<file path="src/rtl/opt_delta_seq.sv">
`default_nettype none
// +--------------------------------------------------------------------------+
// | opt_delta_seq: sequences distance lookups for one candidate tour move     |
// |   (2-opt, or-opt, swap) and accumulates the signed length change.        |
// | Revision: 1.0                                                             |
// +--------------------------------------------------------------------------+
module opt_delta_seq #(
  parameter int CITY_NUM = 30,
  parameter int DIST_W   = 18,
  parameter int LAT      = 1,
  parameter int CITY_W   = $clog2(CITY_NUM),
  parameter int DELTA_W  = DIST_W + 4
) (
  input  logic               clk,
  input  logic               rst_n,
  input  logic               start_valid,
  output logic               start_ready,
  input  logic [1:0]         cmd,
  input  logic [CITY_W-1:0]  k,
  input  logic [CITY_W-1:0]  l,
  output logic               dist_req,
  output logic [CITY_W-1:0]  dist_a,
  output logic [CITY_W-1:0]  dist_b,
  input  logic [DIST_W-1:0]  dist_data,
  output logic               done_valid,
  input  logic               done_ready,
  output logic [DELTA_W-1:0] delta,
  output logic               err
);

  localparam logic [1:0] c_CMD_THR = 2'd0;
  localparam logic [1:0] c_CMD_TWO = 2'd1;
  localparam logic [1:0] c_CMD_OR0 = 2'd2;
  localparam logic [1:0] c_CMD_OR1 = 2'd3;

  localparam logic [CITY_W-1:0] c_LAST = CITY_W'(CITY_NUM - 1);
  localparam logic [CITY_W-1:0] c_ONE  = CITY_W'(1);
  // All tag stages except the output stage; DRAIN ends once these are empty.
  localparam logic [LAT-1:0]    c_LOWER = {LAT{1'b1}} >> 1;

  typedef enum logic [1:0] {
    S_IDLE  = 2'd0,
    S_ISSUE = 2'd1,
    S_DRAIN = 2'd2,
    S_DONE  = 2'd3
  } state_t;

  state_t               r_state;
  state_t               w_state_nxt;
  logic [1:0]           r_cmd;
  logic [CITY_W-1:0]    r_k;
  logic [CITY_W-1:0]    r_l;
  logic [2:0]           r_cnt;
  logic [DELTA_W-1:0]   r_acc;
  logic                 r_err;
  logic [LAT-1:0]       r_vld;
  logic [LAT-1:0]       r_sgn;

  logic                 w_illegal;
  logic                 w_req;
  logic                 w_neg;
  logic [2:0]           w_last_idx;
  logic [CITY_W-1:0]    w_a;
  logic [CITY_W-1:0]    w_b;
  logic [CITY_W-1:0]    w_kp;
  logic [CITY_W-1:0]    w_km;
  logic [CITY_W-1:0]    w_lp;
  logic [CITY_W-1:0]    w_lm;
  logic [DELTA_W-1:0]   w_term;

  always_comb begin
    w_illegal = 1'b0;
    if (int'(k) >= CITY_NUM || int'(l) >= CITY_NUM) begin
      w_illegal = 1'b1;
    end else begin
      case (cmd)
        c_CMD_TWO, c_CMD_OR0: w_illegal = !(int'(k) < int'(l));
        c_CMD_OR1:            w_illegal = !(int'(k) > int'(l) + 1);
        default:              w_illegal = (int'(l) < int'(k) + 2) ||
                                          (k == '0 && l == c_LAST);
      endcase
    end
  end

  assign w_kp = (r_k == c_LAST) ? '0 : r_k + c_ONE;
  assign w_km = (r_k == '0) ? c_LAST : r_k - c_ONE;
  assign w_lp = (r_l == c_LAST) ? '0 : r_l + c_ONE;
  assign w_lm = (r_l == '0) ? c_LAST : r_l - c_ONE;

  always_comb begin
    w_a        = '0;
    w_b        = '0;
    w_neg      = 1'b0;
    w_last_idx = 3'd7;
    case (r_cmd)
      c_CMD_TWO: begin
        w_last_idx = 3'd3;
        w_neg      = (r_cnt >= 3'd2);
        case (r_cnt)
          3'd0:    begin w_a = r_k;  w_b = r_l;  end
          3'd1:    begin w_a = w_kp; w_b = w_lp; end
          3'd2:    begin w_a = r_k;  w_b = w_kp; end
          default: begin w_a = r_l;  w_b = w_lp; end
        endcase
      end
      c_CMD_OR0, c_CMD_OR1: begin
        w_last_idx = 3'd5;
        w_neg      = (r_cnt >= 3'd3);
        case (r_cnt)
          3'd0:    begin w_a = w_km; w_b = w_kp; end
          3'd1:    begin w_a = r_l;  w_b = r_k;  end
          3'd2:    begin w_a = r_k;  w_b = w_lp; end
          3'd3:    begin w_a = w_km; w_b = r_k;  end
          3'd4:    begin w_a = r_k;  w_b = w_kp; end
          default: begin w_a = r_l;  w_b = w_lp; end
        endcase
      end
      default: begin
        w_last_idx = 3'd7;
        w_neg      = (r_cnt >= 3'd4);
        case (r_cnt)
          3'd0:    begin w_a = w_km; w_b = r_l;  end
          3'd1:    begin w_a = r_l;  w_b = w_kp; end
          3'd2:    begin w_a = w_lm; w_b = r_k;  end
          3'd3:    begin w_a = r_k;  w_b = w_lp; end
          3'd4:    begin w_a = w_km; w_b = r_k;  end
          3'd5:    begin w_a = r_k;  w_b = w_kp; end
          3'd6:    begin w_a = w_lm; w_b = r_l;  end
          default: begin w_a = r_l;  w_b = w_lp; end
        endcase
      end
    endcase
  end

  always_comb begin
    w_state_nxt = r_state;
    case (r_state)
      S_IDLE:  if (start_valid) w_state_nxt = w_illegal ? S_DONE : S_ISSUE;
      S_ISSUE: if (r_cnt == w_last_idx) w_state_nxt = S_DRAIN;
      S_DRAIN: if ((r_vld & c_LOWER) == '0) w_state_nxt = S_DONE;
      default: if (done_ready) w_state_nxt = S_IDLE;
    endcase
  end

  assign w_req  = (r_state == S_ISSUE);
  assign w_term = {{(DELTA_W - DIST_W){1'b0}}, dist_data};

  always_ff @(posedge clk or negedge rst_n) begin
    if (!rst_n) begin
      r_state <= S_IDLE;
      r_cmd   <= '0;
      r_k     <= '0;
      r_l     <= '0;
      r_cnt   <= '0;
      r_acc   <= '0;
      r_err   <= 1'b0;
      r_vld   <= '0;
      r_sgn   <= '0;
    end else begin
      r_state  <= w_state_nxt;
      r_vld[0] <= w_req;
      r_sgn[0] <= w_neg;
      for (int i = 1; i < LAT; i++) begin
        r_vld[i] <= r_vld[i-1];
        r_sgn[i] <= r_sgn[i-1];
      end
      if (r_state == S_IDLE && start_valid) begin
        r_cmd <= cmd;
        r_k   <= k;
        r_l   <= l;
        r_cnt <= '0;
        r_acc <= '0;
        r_err <= w_illegal;
      end else begin
        if (r_state == S_ISSUE) r_cnt <= r_cnt + 3'd1;
        if (r_vld[LAT-1]) r_acc <= r_sgn[LAT-1] ? r_acc - w_term : r_acc + w_term;
      end
    end
  end

  assign start_ready = (r_state == S_IDLE);
  assign dist_req    = w_req;
  assign dist_a      = w_req ? w_a : '0;
  assign dist_b      = w_req ? w_b : '0;
  assign done_valid  = (r_state == S_DONE);
  assign delta       = r_acc;
  assign err         = r_err;

endmodule
`default_nettype wire
</file>
<file path="config.mk">
export PLATFORM = sky130hd
export DESIGN_NAME = opt_delta_seq
export DESIGN_NICKNAME = d
export VERILOG_FILES = /design/src/rtl/opt_delta_seq.sv
export SDC_FILE = /design/constraint.sdc
export NUM_CORES = 1
export LEC_CHECK = 0
export BUFFER_PORTS_ARGS = -buffer_cell sky130_fd_sc_hd__buf_2
export CORE_UTILIZATION = 62
export DETAILED_ROUTE_END_ITERATION = 10
export HOLD_SLACK_MARGIN = 0.06
export PLACE_DENSITY = 0.95
export SYNTH_ARGS = -nofsm -noshare
export SYNTH_HDL_FRONTEND = slang
export SYNTH_SLANG_ARGS = --single-unit
</file>
<file path="constraint.sdc">
create_clock -name clk -period 4.7 [get_ports clk]
set_input_delay 0.47 -clock clk [delete_from_list [all_inputs] [get_ports clk]]
set_output_delay 0.47 -clock clk [all_outputs]
set_load 0.01 [all_outputs]
</file>
**Word-level counts from Yosys, hierarchy flattened**

Cells that the tools add are included.

- $add $sub $neg: 9
- Order comparisons: 8
- Equality and inequality tests: 21
- Muxes and demuxes: 28
- Reductions and logical operators: 26

Operators by type and width:

| cell | number |
|---|---|
| $mux W22 | 3 |
| $pmux W5 S2 | 6 |
| $mux W5 | 6 |
| $pmux W5 S3 | 2 |
| $add A22 B18 Y22 | 1 |
| $reduce_or A2 Y1 | 11 |
| $sub A22 B18 Y22 | 1 |
| $eq A5 B5 Y1 const B | 3 |
| $logic_not A5 Y1 | 3 |
| $eq A2 B2 Y1 const B | 6 |
| $add A5 B1 Y5 const B | 2 |
| $ge A5 B5 Y1 const B | 2 |
| $sub A5 B1 Y5 const B | 2 |
| $eq A3 B3 Y1 const B | 3 |
| $mux W2 | 4 |
| $add A5 B1 Y6 const B | 1 |
| $add A5 B2 Y6 const B | 1 |
| $eq A2 B1 Y1 const B | 3 |
| $eq A3 B2 Y1 const B | 2 |
| $ge A3 B2 Y1 const B | 2 |
| $gt A5 B6 Y1 | 1 |
| $lt A5 B6 Y1 | 1 |
| $mux W3 | 2 |
| $pmux W2 S3 | 1 |
| 18 further kinds | 23 |

- Bits in registers: 42
- Bits of input ports: 34
- Output and inout bits: 36
- Word-level logic and storage cells: 101

**Depth between registers and ports, before layout**

Gate-level depths: netlist of run 1.

- Depth after elaboration: 8
- Mapped depth: 14
- Mapped depth without buffers: 14

**Least setup slack after synthesis of run 1**

Ideal clock, no wire load.

- Kind: input -> register
- From: input port dist_data[9]
- To: register r_acc[18] (netlist: delta[18])
- Setup time: 0.082 ns
- Arrival time: 3.169 ns
- Data required time: 4.618 ns
- Path slack: 1.449 ns
- Stages: 12
- Buffers on the path: 0
- Cells stage by stage: or4_1 > nor3_1 > nand2_1 > nor2_1 > a21oi_1 > xnor2_1 > ha_1 > nand4_1 > nor3_1 > nor3_2 > or4_1 > a31oi_1

- Word-level cells in the longest chain between the ends: 4
- Elaborated cells between the ends (all ways): 5
- Classes of those cells: add/sub: 2; mux: 3

Ends and longest elaborated chain:

| what | RTL line | source |
|---|---|---|
| start, declared | 24 | `input logic [DIST_W-1:0] dist_data,` |
| $add A22 B18 Y22 / $sub A22 B18 Y22 (equally long branches) | 176 | `if (r_vld[LAT-1]) r_acc <= r_sgn[LAT-1] ? r_acc - w_term : r_acc + w_term;` |
| $mux W22 * (2 in series) | 176 |  |
| $mux W22 * | 167 | `if (r_state == S_IDLE && start_valid) begin` |
| end signal, assigned | 176 |  |
| end, declared | 54 | `logic [DELTA_W-1:0] r_acc;` |

Every way passes the cells marked *; elsewhere a longest branch is shown, timed or not. The select of a mux whose other input is x is not followed.
A chain may end at the register's enable or synchronous reset.

**Final worst setup path of run 1**

- From: register r_cnt[0]
- To: output port dist_b[0]

- Word-level cells in the longest chain between the ends: 5
- Elaborated cells between the ends (all ways): 17
- Classes of those cells: eq/ne: 6; mux: 5; reduce/logical: 6

Ends and longest elaborated chain:

| what | RTL line | source |
|---|---|---|
| start, declared | 53 | `logic [2:0] r_cnt;` |
| start signal, assigned | 175 | `if (r_state == S_ISSUE) r_cnt <= r_cnt + 3'd1;` |
| $eq A3 B3 Y1 (tied with other cells) | 121 | `case (r_cnt)` |
| $reduce_or A2 Y1 (no source line) | - |  |
| $pmux W5 S3 / $pmux W5 S2 (equally long branches) | 121, 109 |  |
| $pmux W5 S2 * | 95 | `case (r_cmd)` |
| $mux W5 * | 184 | `assign dist_b = w_req ? w_b : '0;` |
| end, declared | 23 | `output logic [CITY_W-1:0] dist_b,` |

Every way passes the cells marked *; elsewhere a longest branch is shown, timed or not.

==> impl_metrics.tcl, run 1 <==
set metrics [dict create \
    p_sw_w 0.002607 \
    ys_seq_elements 42 \
    drtIter0Drc 603 \
    worstSetupPathType "reg2out" \
    ctsResizeCount 0 \
    finClkSkew_ns 0.01505 \
    area_delta_synth_final_pct 8.449 \
    synth_top_flop_cell "dfrtp_1" \
    routed_wl_mm 14.76 \
    fin_tns_setup_ns 0 \
    dieArea_um2 8803 \
    initial_core_util 0.6394 \
    numCtsBuffers 5 \
    setup_viol 0 \
    grt_use_met1 0.4319 \
    drt-wirelength-per-cell_um 17.76 \
    grt_max_degree 43 \
    h-tree-depth 2 \
    via_count 5617 \
    top_usage_layer "met2" \
    required_ns 4.23 \
    p_leak_nw 2.600 \
    netlist_area_um2 5228 \
    r2r_setup_slack_ns 1.37 \
    regToRegStartpoint "r_sgn$_DFF_PN0_" \
    p_comb_frac 0.752 \
    r2r_cells 9 \
    start_kind "register" \
    power_density_nw_per_um2 818.6 \
    syn_inst 683 \
    first_pass_iters 5 \
    track_usage 0.3380 \
    drv_cap 0 \
    synth-simple-area-share 0.2149 \
    cts_tree "built" \
    portBuffers 69 \
    core_um2 8175 \
    grt_pass1_wl_mm 23.88 \
    synth_top_family_by_area "compound AO/OA/AOI/OAI gates" \
    antenna_found_initial 0 \
    rows 33 \
    synthAdderAreaFrac 0.1450 \
    fill_cells 690 \
    finalCritPeriodShare 0.7613 \
    yosys-mux-area-fraction 0.01963 \
    yosysSeqAreaShare 0.2011 \
    dp_cells 823 \
    clk_pin_slew_ns 0.09 \
    min_path_type "in2async" \
    p_seq_frac 0.192 \
    detail-route-antenna-nets 0 \
    place_hpwl_mm 11.00 \
    setup.worst_path.end_class "output pin" \
    clock_latency_ns 0.32 \
    grt_pass1_vias 5133 \
    whs_ns 0.3006 \
    post_cts_buffers 0 \
    synth_edf_count 0 \
    die_h_um 93.83 \
    final-max-slew-violation-count 0 \
    synth_compound_area_frac 0.3025 \
    vdd_drop_max_mv 0.3910 \
    drt-vias-per-instance 6.759 \
    ios 70 \
    dieWidth_um 93.83 \
    cts.sinks 42 \
    power_w 0.004641 \
    final_hold_viol_count 0 \
    drive_above_1_share 0.1322 \
    rr_endpoint "delta[21]$_DFFE_PN0P_" \
    relSlewSlack 0.3346 \
    syn_avg_cell_area_um2 7.654 \
    rsz0062_at_grt "false" \
    path_max_fanout 12 \
    switching_share 0.5619 \
    place.gp.congestion 1.000 \
    worst_ep_arrival_time_ns 3.11 \
    p_clk_frac 0.056 \
    cts_root_buf "clkbuf_8" \
    synth_warnings 0 \
    period_needed_ns 3.578 \
    intPower_w 0.002033 \
    use_met2 0.5724 \
    hold_buffers 0 \
    post-route-drc-count 0 \
    status "completed" \
    nets 819 \
    max_freq_mhz 279.5 \
    antenna_cells 0 \
    synth_async_sr_flop_share 1.000 \
    tightest_slew_ns 0.9957 \
    synth_nets 777 \
    fin_cells 831 \
    grtUsageMet3 0.05663 \
    cts_max_path_buffers 2 \
    synth.distinct_cells 71 \
    synth_xor_area_frac 0.06032 \
    gr-total-overflow 0 \
]
-- Yosys cell counts (3+ instances only) --
master      n  area share
a2111oi_0   4      0.0067
or4_1       3      0.0043
a221oi_1   16       0.027
nor3_1     20       0.019
nor2b_1     9       0.011
mux2i_1     8       0.015
a221o_1    11       0.021
and2_1      5      0.0060
a21o_1     12       0.017
nand2_1    69       0.050
and4_1      3      0.0050
buf_2       5      0.0048
o311ai_0    3      0.0050
o21bai_1    3      0.0043
buf_1       5      0.0036
clkbuf_1   25       0.018
a211oi_1    6      0.0086
nand3_1    20       0.019
xnor2_1    27       0.045
xor2_1      9       0.015
a22oi_1     6      0.0086
ha_1       59        0.14
nand4_1    10       0.012
o21ai_0    47       0.045
nor4_1      7      0.0084
a31oi_1    13       0.016
and3_1      3      0.0036
inv_1      38       0.027
dfrtp_1    42        0.20
a21oi_1    60       0.057
nand3b_1    6      0.0086
o31ai_1     6      0.0086
a211o_1     3      0.0050
o221ai_1    3      0.0050
nor2_1     50       0.036
nand2b_1   11       0.013
o21a_1      5      0.0072
o211ai_1    9       0.013
-- stage by stage --
step	utilization	area [um^2]	setup WS, ns
after floorplan	-	5228	1.449
after global placement	0.6818	5574	1.164
after detailed placement	0.6818	5574	0.9774
after CTS	0.6935	5669	1.238
after global routing	0.6935	5669	0.8773
final	0.6935	5669	1.122
-- critical path, cell delays in order, from the launching register on --
cell	delay, ns
dfrtp_1	0.53
inv_1	0.15
ha_1	0.36
nand2b_1	0.22
nand2_2	0.21
nor3_1	0.50
a221oi_1	0.18
a2111oi_0	0.44
buf_2	0.21
-- state kept, by name (all words and copies together) (netlist names) --
name / flops
r_state: 2
r_sgn: 1
r_k: 5
r_cmd: 2
r_vld: 1
delta: 22
r_l: 5
r_cnt: 3
err: 1
-- layout make-up --
type                       count  area, um^2  area share
clock buffer                   6       82.58     0.01457
clock inverter                 2       12.51    0.002207
inverter                      40       150.1     0.02648
multi-input combinational    565        3881      0.6846
sequential                    42        1051      0.1854
tap                          105       131.4     0.02317
timing repair buffer          71       360.3     0.06356
-- metal layers --
metal	routed length, um	vias to the layer above
met1	6025	2586
met4	498	0
met5	0	-
met3	1417	65
li1	-	2624
met2	6814	342
-- kinds of logic (layout without fill, tap and decap cells) --
kind of cell,count (synthesis),count (layout)
AOI/OAI and AO/OA,231,231
xor gates and xnor gates,36,36
adders and majority gates,60,60
buffers and inverters,76,119
DFF,42,42
muxes,10,10
and+or+nand+nor,228,228
-- worst max-delay path by stage --
stage / startpoint / endpoint / slack [ns] / depth (start not counted)
3_3_place_gp: dist_data[9] / delta[18]$_DFFE_PN0P_ / 1.16 / 13
4_1_cts: r_cnt[0]$_DFFE_PN0P_ / dist_a[2] / 1.24 / 9
3_5_place_dp: dist_data[9] / delta[21]$_DFFE_PN0P_ / 0.98 / 14
6_report: r_cnt[0]$_DFFE_PN0P_ / dist_b[0] / 1.12 / 8
5_1_grt: dist_data[9] / delta[21]$_DFFE_PN0P_ / 0.88 / 14
2_1_floorplan: dist_data[9] / delta[18]$_DFFE_PN0P_ / 1.45 / 12
-- power groups by stage --
stage | sequential, W | clock, W | combinational [W]
finish | 0.000889 | 0.000262 | 0.00349
global route | 0.000908 | 0.000274 | 0.00384
CTS | 0.000872 | 0.000261 | 0.00340
detailed placement | 0.000878 | 0 | 0.00338
global placement | 0.000867 | 0 | 0.00327
floorplan | 0.000714 | 0 | 0.00271
-- cells in the final DEF (no fill, tap or decap), drive strengths merged, types with 10 or more instances in the layout --
master | netlist | layout
o21ai | 49 | 49
dfrtp | 42 | 42
nor2 | 50 | 50
ha | 59 | 59
nor3 | 21 | 21
nand4 | 10 | 10
nand2 | 70 | 70
buf | 11 | 71
xnor2 | 27 | 27
a31oi | 13 | 13
inv | 40 | 40
nand3 | 20 | 20
a221oi | 16 | 16
a221o | 11 | 11
a21oi | 62 | 62
a21o | 12 | 12
nand2b | 11 | 11
Note: power is estimated with default switching activity, not from simulation.
==> inputs of run 2 (changes only) <==
--- a/config.mk
+++ b/config.mk
@@ -6,10 +6,10 @@
 export NUM_CORES = 1
 export LEC_CHECK = 0
 export BUFFER_PORTS_ARGS = -buffer_cell sky130_fd_sc_hd__buf_2
-export CORE_UTILIZATION = 62
+export CORE_UTILIZATION = 54
 export DETAILED_ROUTE_END_ITERATION = 10
 export HOLD_SLACK_MARGIN = 0.06
-export PLACE_DENSITY = 0.95
+export PLACE_DENSITY = 0.88
 export SYNTH_ARGS = -nofsm -noshare
 export SYNTH_HDL_FRONTEND = slang
 export SYNTH_SLANG_ARGS = --single-unit
==> constraint.sdc (replaced) <==
create_clock -name clk -period 2.99 [get_ports clk]
set_input_delay 0.299 -clock clk [delete_from_list [all_inputs] [get_ports clk]]
set_output_delay 0.299 -clock clk [all_outputs]
set_load 0.01 [all_outputs]
==> run 2 against run 1 <==
Cell count is 10% higher. Critical endpoint is now delta[19]$_DFFE_PN0P_. Total power is 77% higher. Clock power is 82% higher. Setup slack worse by 1.0 ns.
==> impl_metrics.tcl, run 2 (synthesized netlist as in run 1, its figures left out) <==
set metrics [dict create \
    switching_share 0.5342 \
    ios 70 \
    area_delta_synth_final_pct 20.49 \
    period_needed_ns 2.899 \
    die_h_um 100.4 \
    clk_pin_slew_ns 0.08 \
    power_w 0.008231 \
    gr-total-overflow 0 \
    largest_register_ffs 22 \
    min_path_type "in2async" \
    clock_latency_ns 0.31 \
    cts_root_buf "clkbuf_8" \
    detail-route-antenna-nets 0 \
    track_usage 0.3197 \
    post-route-drc-count 0 \
    status "completed" \
    cts_max_path_buffers 2 \
    final_area_um2 6299 \
    final-max-slew-violation-count 0 \
    setup.worst_path.end_class "register" \
    dieArea_um2 10080 \
    portBuffers 69 \
    worstSetupPathType "in2reg" \
    fin_ws_ns 0.09147 \
    path_max_fanout 4 \
    antenna_cells 0 \
    finalCritPeriodShare 0.9694 \
    place_area_um2 6022 \
    routed_wl_mm 16.21 \
    numCtsBuffers 5 \
    relSlewSlack 0.3208 \
    pre_cts_ws_ns -0.2898 \
    h-tree-depth 2 \
    power_density_nw_per_um2 1307 \
    tightest_slew_ns 1.019 \
    place_hpwl_mm 12.07 \
    setup_viol 0 \
    cts.sinks 42 \
    nets 881 \
    r2r_setup_slack_ns 0.28 \
    cts_tree "built" \
    p_leak_nw 2.924 \
    drtIter0Drc 522 \
    place.gp.congestion 1.057 \
    start_kind "input pin" \
    required_ns 3.17 \
    rows 35 \
    p_sw_w 0.004397 \
    vdd_drop_max_mv 0.7345 \
    max_freq_mhz 345.0 \
    core_um2 9328 \
    rsz0062_at_grt "true" \
    p_comb_frac 0.783 \
    grt_max_degree 43 \
    final_cell_mix "nand2_1 (67), buf_2 (67), buf_4 (63), ha_1 (58), a21oi_1 (55)" \
    finClkSkew_ns 0.01974 \
    grt_pass1_vias 5539 \
    drt-wirelength-per-cell_um 17.69 \
    drt-vias-per-instance 6.421 \
    p_seq_frac 0.159 \
    dieWidth_um 100.4 \
    final_hold_viol_count 0 \
    drive_above_1_share 0.2313 \
    via_count 5882 \
    intPower_w 0.003834 \
    worst_ep_arrival_time_ns 3.08 \
    antenna_found_initial 0 \
    grt_pass1_wl_mm 25.98 \
    drv_cap 0 \
    initial_core_util 0.5604 \
    p_clk_frac 0.058 \
    first_pass_iters 6 \
]
[run 2: cell count changes in the layout (fill, tap and decap cells not counted), sizes merged]
cell and delta:
bufinv +1, clkinv -1, buf +62, clkinvlp -1
[run 2: repair_timing]
action                                  CTS  global route
hold buffers                              0             0
pin swaps                                 0            19
gates resized for setup                   3            29
endpoints found under the setup margin    2            14
setup buffers                             0             8
cloned                                    0             0
[run 2: power by group through the flow]
stage               Sequential [W]  Combinational, W  Clock [W]
floorplan                  0.00112           0.00427          0
global placement           0.00127           0.00580          0
detailed placement         0.00129           0.00599          0
CTS                        0.00128           0.00606   0.000480
global route               0.00134           0.00701   0.000506
finish                     0.00131           0.00644   0.000477
[run 2: per-stage QoR]
| stage | cells | hold WS, ns | TNS (ns) | utilization |
|---|---|---|---|---|
| 6_report | 916 | 0.1626 | 0 | 0.6753 |
| 5_1_grt | 916 | 0.2309 | -0.1376 | 0.6753 |
| 4_1_cts | 908 | 0.1830 | 0 | 0.6585 |
| 3_5_place_dp | 901 | 0.4788 | -1.108 | 0.6456 |
| 3_3_place_gp | 901 | 0.4729 | -0.5086 | 0.6456 |
| 2_1_floorplan | 683 | 0.003409 | -0.02382 | - |
[run 2: path summary, 6_finish.rpt]
check,end,start,cells after the start
worst max-delay path,delta[19]$_DFFE_PN0P_,dist_data[6],15
worst min-delay path,delta[1]$_DFFE_PN0P_,rst_n,1
worst max register to register,delta[15]$_DFFE_PN0P_,r_sgn$_DFF_PN0_,11
worst min register to register,err$_DFFE_PN0P_,err$_DFFE_PN0P_,2
max in group asynchronous,r_k[0]$_DFFE_PN0P_,rst_n,1
min in group clk,r_k[3]$_DFFE_PN0P_,k[3],3
[run 2: area by class of cell]
class	instances	area, um^2
Tap cell	129	161.4
Fill cell	733	3029
Timing Repair Buffer	133	842.1
Inverter	40	150.1
Clock inverter	1	30.03
Sequential cell	42	1056
Multi-Input combinational cell	565	3976
Clock buffer	6	82.58
[run 2: metal layers]
metal	vias to the layer above	routed length, um	global-route usage
met5	-	0	0
met4	0	467	0.1472
met3	51	1446	0.05014
met2	354	7723	0.5227
met1	2740	6571	0.4148
li1	2737	-	-
[run 2: worst max-delay path, cell delays in order]
cell      delay, ns
buf_6          0.09
or4_4          0.54
nor3_4         0.19
nand2_2        0.08
nor2_4         0.14
a21oi_2        0.07
xnor2_1        0.13
ha_2           0.37
buf_6          0.12
nand4_1        0.14
buf_4          0.19
o311ai_1       0.30
a31oi_1        0.12
o21ai_0        0.21
nor2_1         0.07
==> inputs of run 3 (changes only) <==
--- a/config.mk
+++ b/config.mk
@@ -6,6 +6,7 @@
 export NUM_CORES = 1
 export LEC_CHECK = 0
 export BUFFER_PORTS_ARGS = -buffer_cell sky130_fd_sc_hd__buf_2
+export CORE_MARGIN = 2
 export CORE_UTILIZATION = 54
 export DETAILED_ROUTE_END_ITERATION = 10
 export HOLD_SLACK_MARGIN = 0.06
==> constraint.sdc (replaced) <==
create_clock -name clk -period 2.99 [get_ports clk]
set_input_delay 0.299 -clock clk [delete_from_list [all_inputs] [get_ports clk]]
set_output_delay 0.299 -clock clk [all_outputs]
set_load 0.005 [all_outputs]
==> run 3 against run 2 <==
Clock power fell by 23%. Register-to-register slack worse by 0.10 ns. Worst hold slack worse by 0.019 ns. Via count is 0.41% higher. Critical path depth is 1 lower. Global-route usage is 0.44 points lower. Highest routed layer unchanged. Cell area decreased by 1.1%. Total power fell by 3.3%. Cell count unchanged. Routed wire length up 2.4%.
==> impl_metrics.tcl, run 3 (synthesized netlist as in run 1, its figures left out) <==
set metrics [dict create \
    drt-wirelength-per-cell_um 18.11 \
    antenna_cells 0 \
    ios 70 \
    grt_pass1_wl_mm 26.55 \
    hold_buffers 0 \
    cts_root_buf "clkbuf_8" \
    whs_ns 0.1439 \
    max_freq_mhz 336.8 \
    required_ns 3.23 \
    dieArea_um2 10480 \
    die_h_um 102.4 \
    detail-route-antenna-nets 0 \
    worstSetupPathType "in2reg" \
    drv_cap 0 \
    p_clk_frac 0.046 \
    cts_max_path_buffers 2 \
    rows 35 \
    grt_max_degree 43 \
    cpPeakStageDelay_ns 0.54 \
    area_delta_synth_final_pct 19.15 \
    power_w 0.007957 \
    final-max-slew-violation-count 0 \
    initial_core_util 0.5604 \
    intPower_w 0.003700 \
    clock_latency_ns 0.31 \
    min_path_type "in2async" \
    switching_share 0.5350 \
    place_hpwl_mm 12.61 \
    critPathBufInv 2 \
    p_comb_frac 0.801 \
    relSlewSlack 0.3372 \
    core_um2 9328 \
    power_density_nw_per_um2 1278 \
    post-route-drc-count 0 \
    place.gp.congestion 0.9632 \
    final_hold_viol_count 0 \
    tightest_slew_ns 0.9941 \
    via_count 5906 \
    drt-vias-per-instance 6.448 \
    p_sw_w 0.004257 \
    gr-total-overflow 0 \
    vdd_drop_max_mv 0.5495 \
    path_cells "buf_6 -> or4_4 -> nor3_4 -> nand2_2 -> nor2_4 -> a21oi_2 -> xnor2_1 -> ha_1 -> nand4_1 -> a2111oi_4 -> nor3_2 -> buf_4 -> or3b_1 -> nand3_1" \
    nets 881 \
    multi_input_area_um2 3946 \
    status "completed" \
    finalCritPeriodShare 0.9931 \
    cts_tree "built" \
    drive_above_1_share 0.2147 \
    h-tree-depth 2 \
    p_leak_nw 2.912 \
    p_seq_frac 0.153 \
    routed_wl_mm 16.59 \
    path_delay_family "simple AND/OR/NAND/NOR gates" \
    drtIter0Drc 630 \
    cts.sinks 42 \
    path_max_fanout 5 \
    first_pass_iters 7 \
    clk_pin_slew_ns 0.10 \
    cp_slowest_cell "or4_4" \
    antenna_found_initial 0 \
    worst_ep_arrival_time_ns 3.21 \
    ff_latch_area_um2 1052 \
    dieWidth_um 102.4 \
    final_cell_mix "nand2_1 (67), buf_2 (67), buf_4 (63), ha_1 (59), a21oi_1 (58)" \
    dp_cells 906 \
    track_usage 0.3152 \
    start_kind "input pin" \
    portBuffers 69 \
    fin_cells 916 \
    setup_viol 0 \
    numCtsBuffers 5 \
    setup.worst_path.end_class "register" \
    largest_register_ffs 22 \
    rsz0062_at_grt "true" \
    period_needed_ns 2.969 \
    finClkSkew_ns 0.01783 \
    grt_pass1_vias 5674 \
    fill_cells 774 \
]
-- run 3: through the flow --
| step | instance area, um^2 | setup WS [ns] | utilization | TNS, ns |
|---|---|---|---|---|
| 3_5_place_dp | 6060 | -0.2197 | 0.6496 | -0.6617 |
| 2_1_floorplan | 5240 | -0.02382 | - | -0.02382 |
| 3_3_place_gp | 6060 | -0.1599 | 0.6496 | -0.4041 |
| 4_1_cts | 6137 | 0.07519 | 0.6579 | 0 |
| 5_1_grt | 6228 | -0.1398 | 0.6677 | -0.4321 |
| 6_report | 6228 | 0.02062 | 0.6677 | 0 |
-- run 3: layout make-up --
cell class / count / share of cell area
Multi-Input combinational cell: 565 / 0.6336
Sequential cell: 42 / 0.1689
Timing Repair Buffer: 133 / 0.1352
Tap cell: 129 / 0.02591
Inverter: 40 / 0.02411
Clock buffer: 7 / 0.01225
-- run 3: layer usage --
| layer | global-route usage | up-vias | wire length [um] |
|---|---|---|---|
| met5 | 0 | - | 0 |
| met4 | 0.1159 | 0 | 510 |
| met3 | 0.05198 | 64 | 1332 |
| met2 | 0.5491 | 321 | 8020 |
| met1 | 0.3926 | 2767 | 6727 |
| li1 | - | 2754 | - |
-- run 3: worst paths after layout --
kind	from	endpoint	slack (ns)	depth (start not counted)
max in group asynchronous	rst_n	r_cnt[0]$_DFFE_PN0P_	2.15	1
setup reg to reg	r_sgn$_DFF_PN0_	delta[16]$_DFFE_PN0P_	0.18	12
hold reg to reg	err$_DFFE_PN0P_	err$_DFFE_PN0P_	0.53	2
min in group clk	cmd[0]	r_cmd[0]$_DFFE_PN0P_	0.30	3
hold / removal	rst_n	delta[9]$_DFFE_PN0P_	0.14	1
setup / recovery	dist_data[7]	delta[20]$_DFFE_PN0P_	0.02	14
-- run 3: what timing repair did --
action	in CTS	in global routing
setup buffers	0	3
pin swaps	0	13
setup endpoints to repair	1	10
gates resized for setup	1	18
-- run 3: power groups by stage --
stage                     Clock (W)  Combinational [W]  Sequential (W)
final                      0.000366            0.00637         0.00122
after global placement            0            0.00591         0.00119
after detailed placement          0            0.00610         0.00122
after CTS                  0.000369            0.00614         0.00121
after global routing       0.000391            0.00696         0.00125
after floorplan                   0            0.00422         0.00107
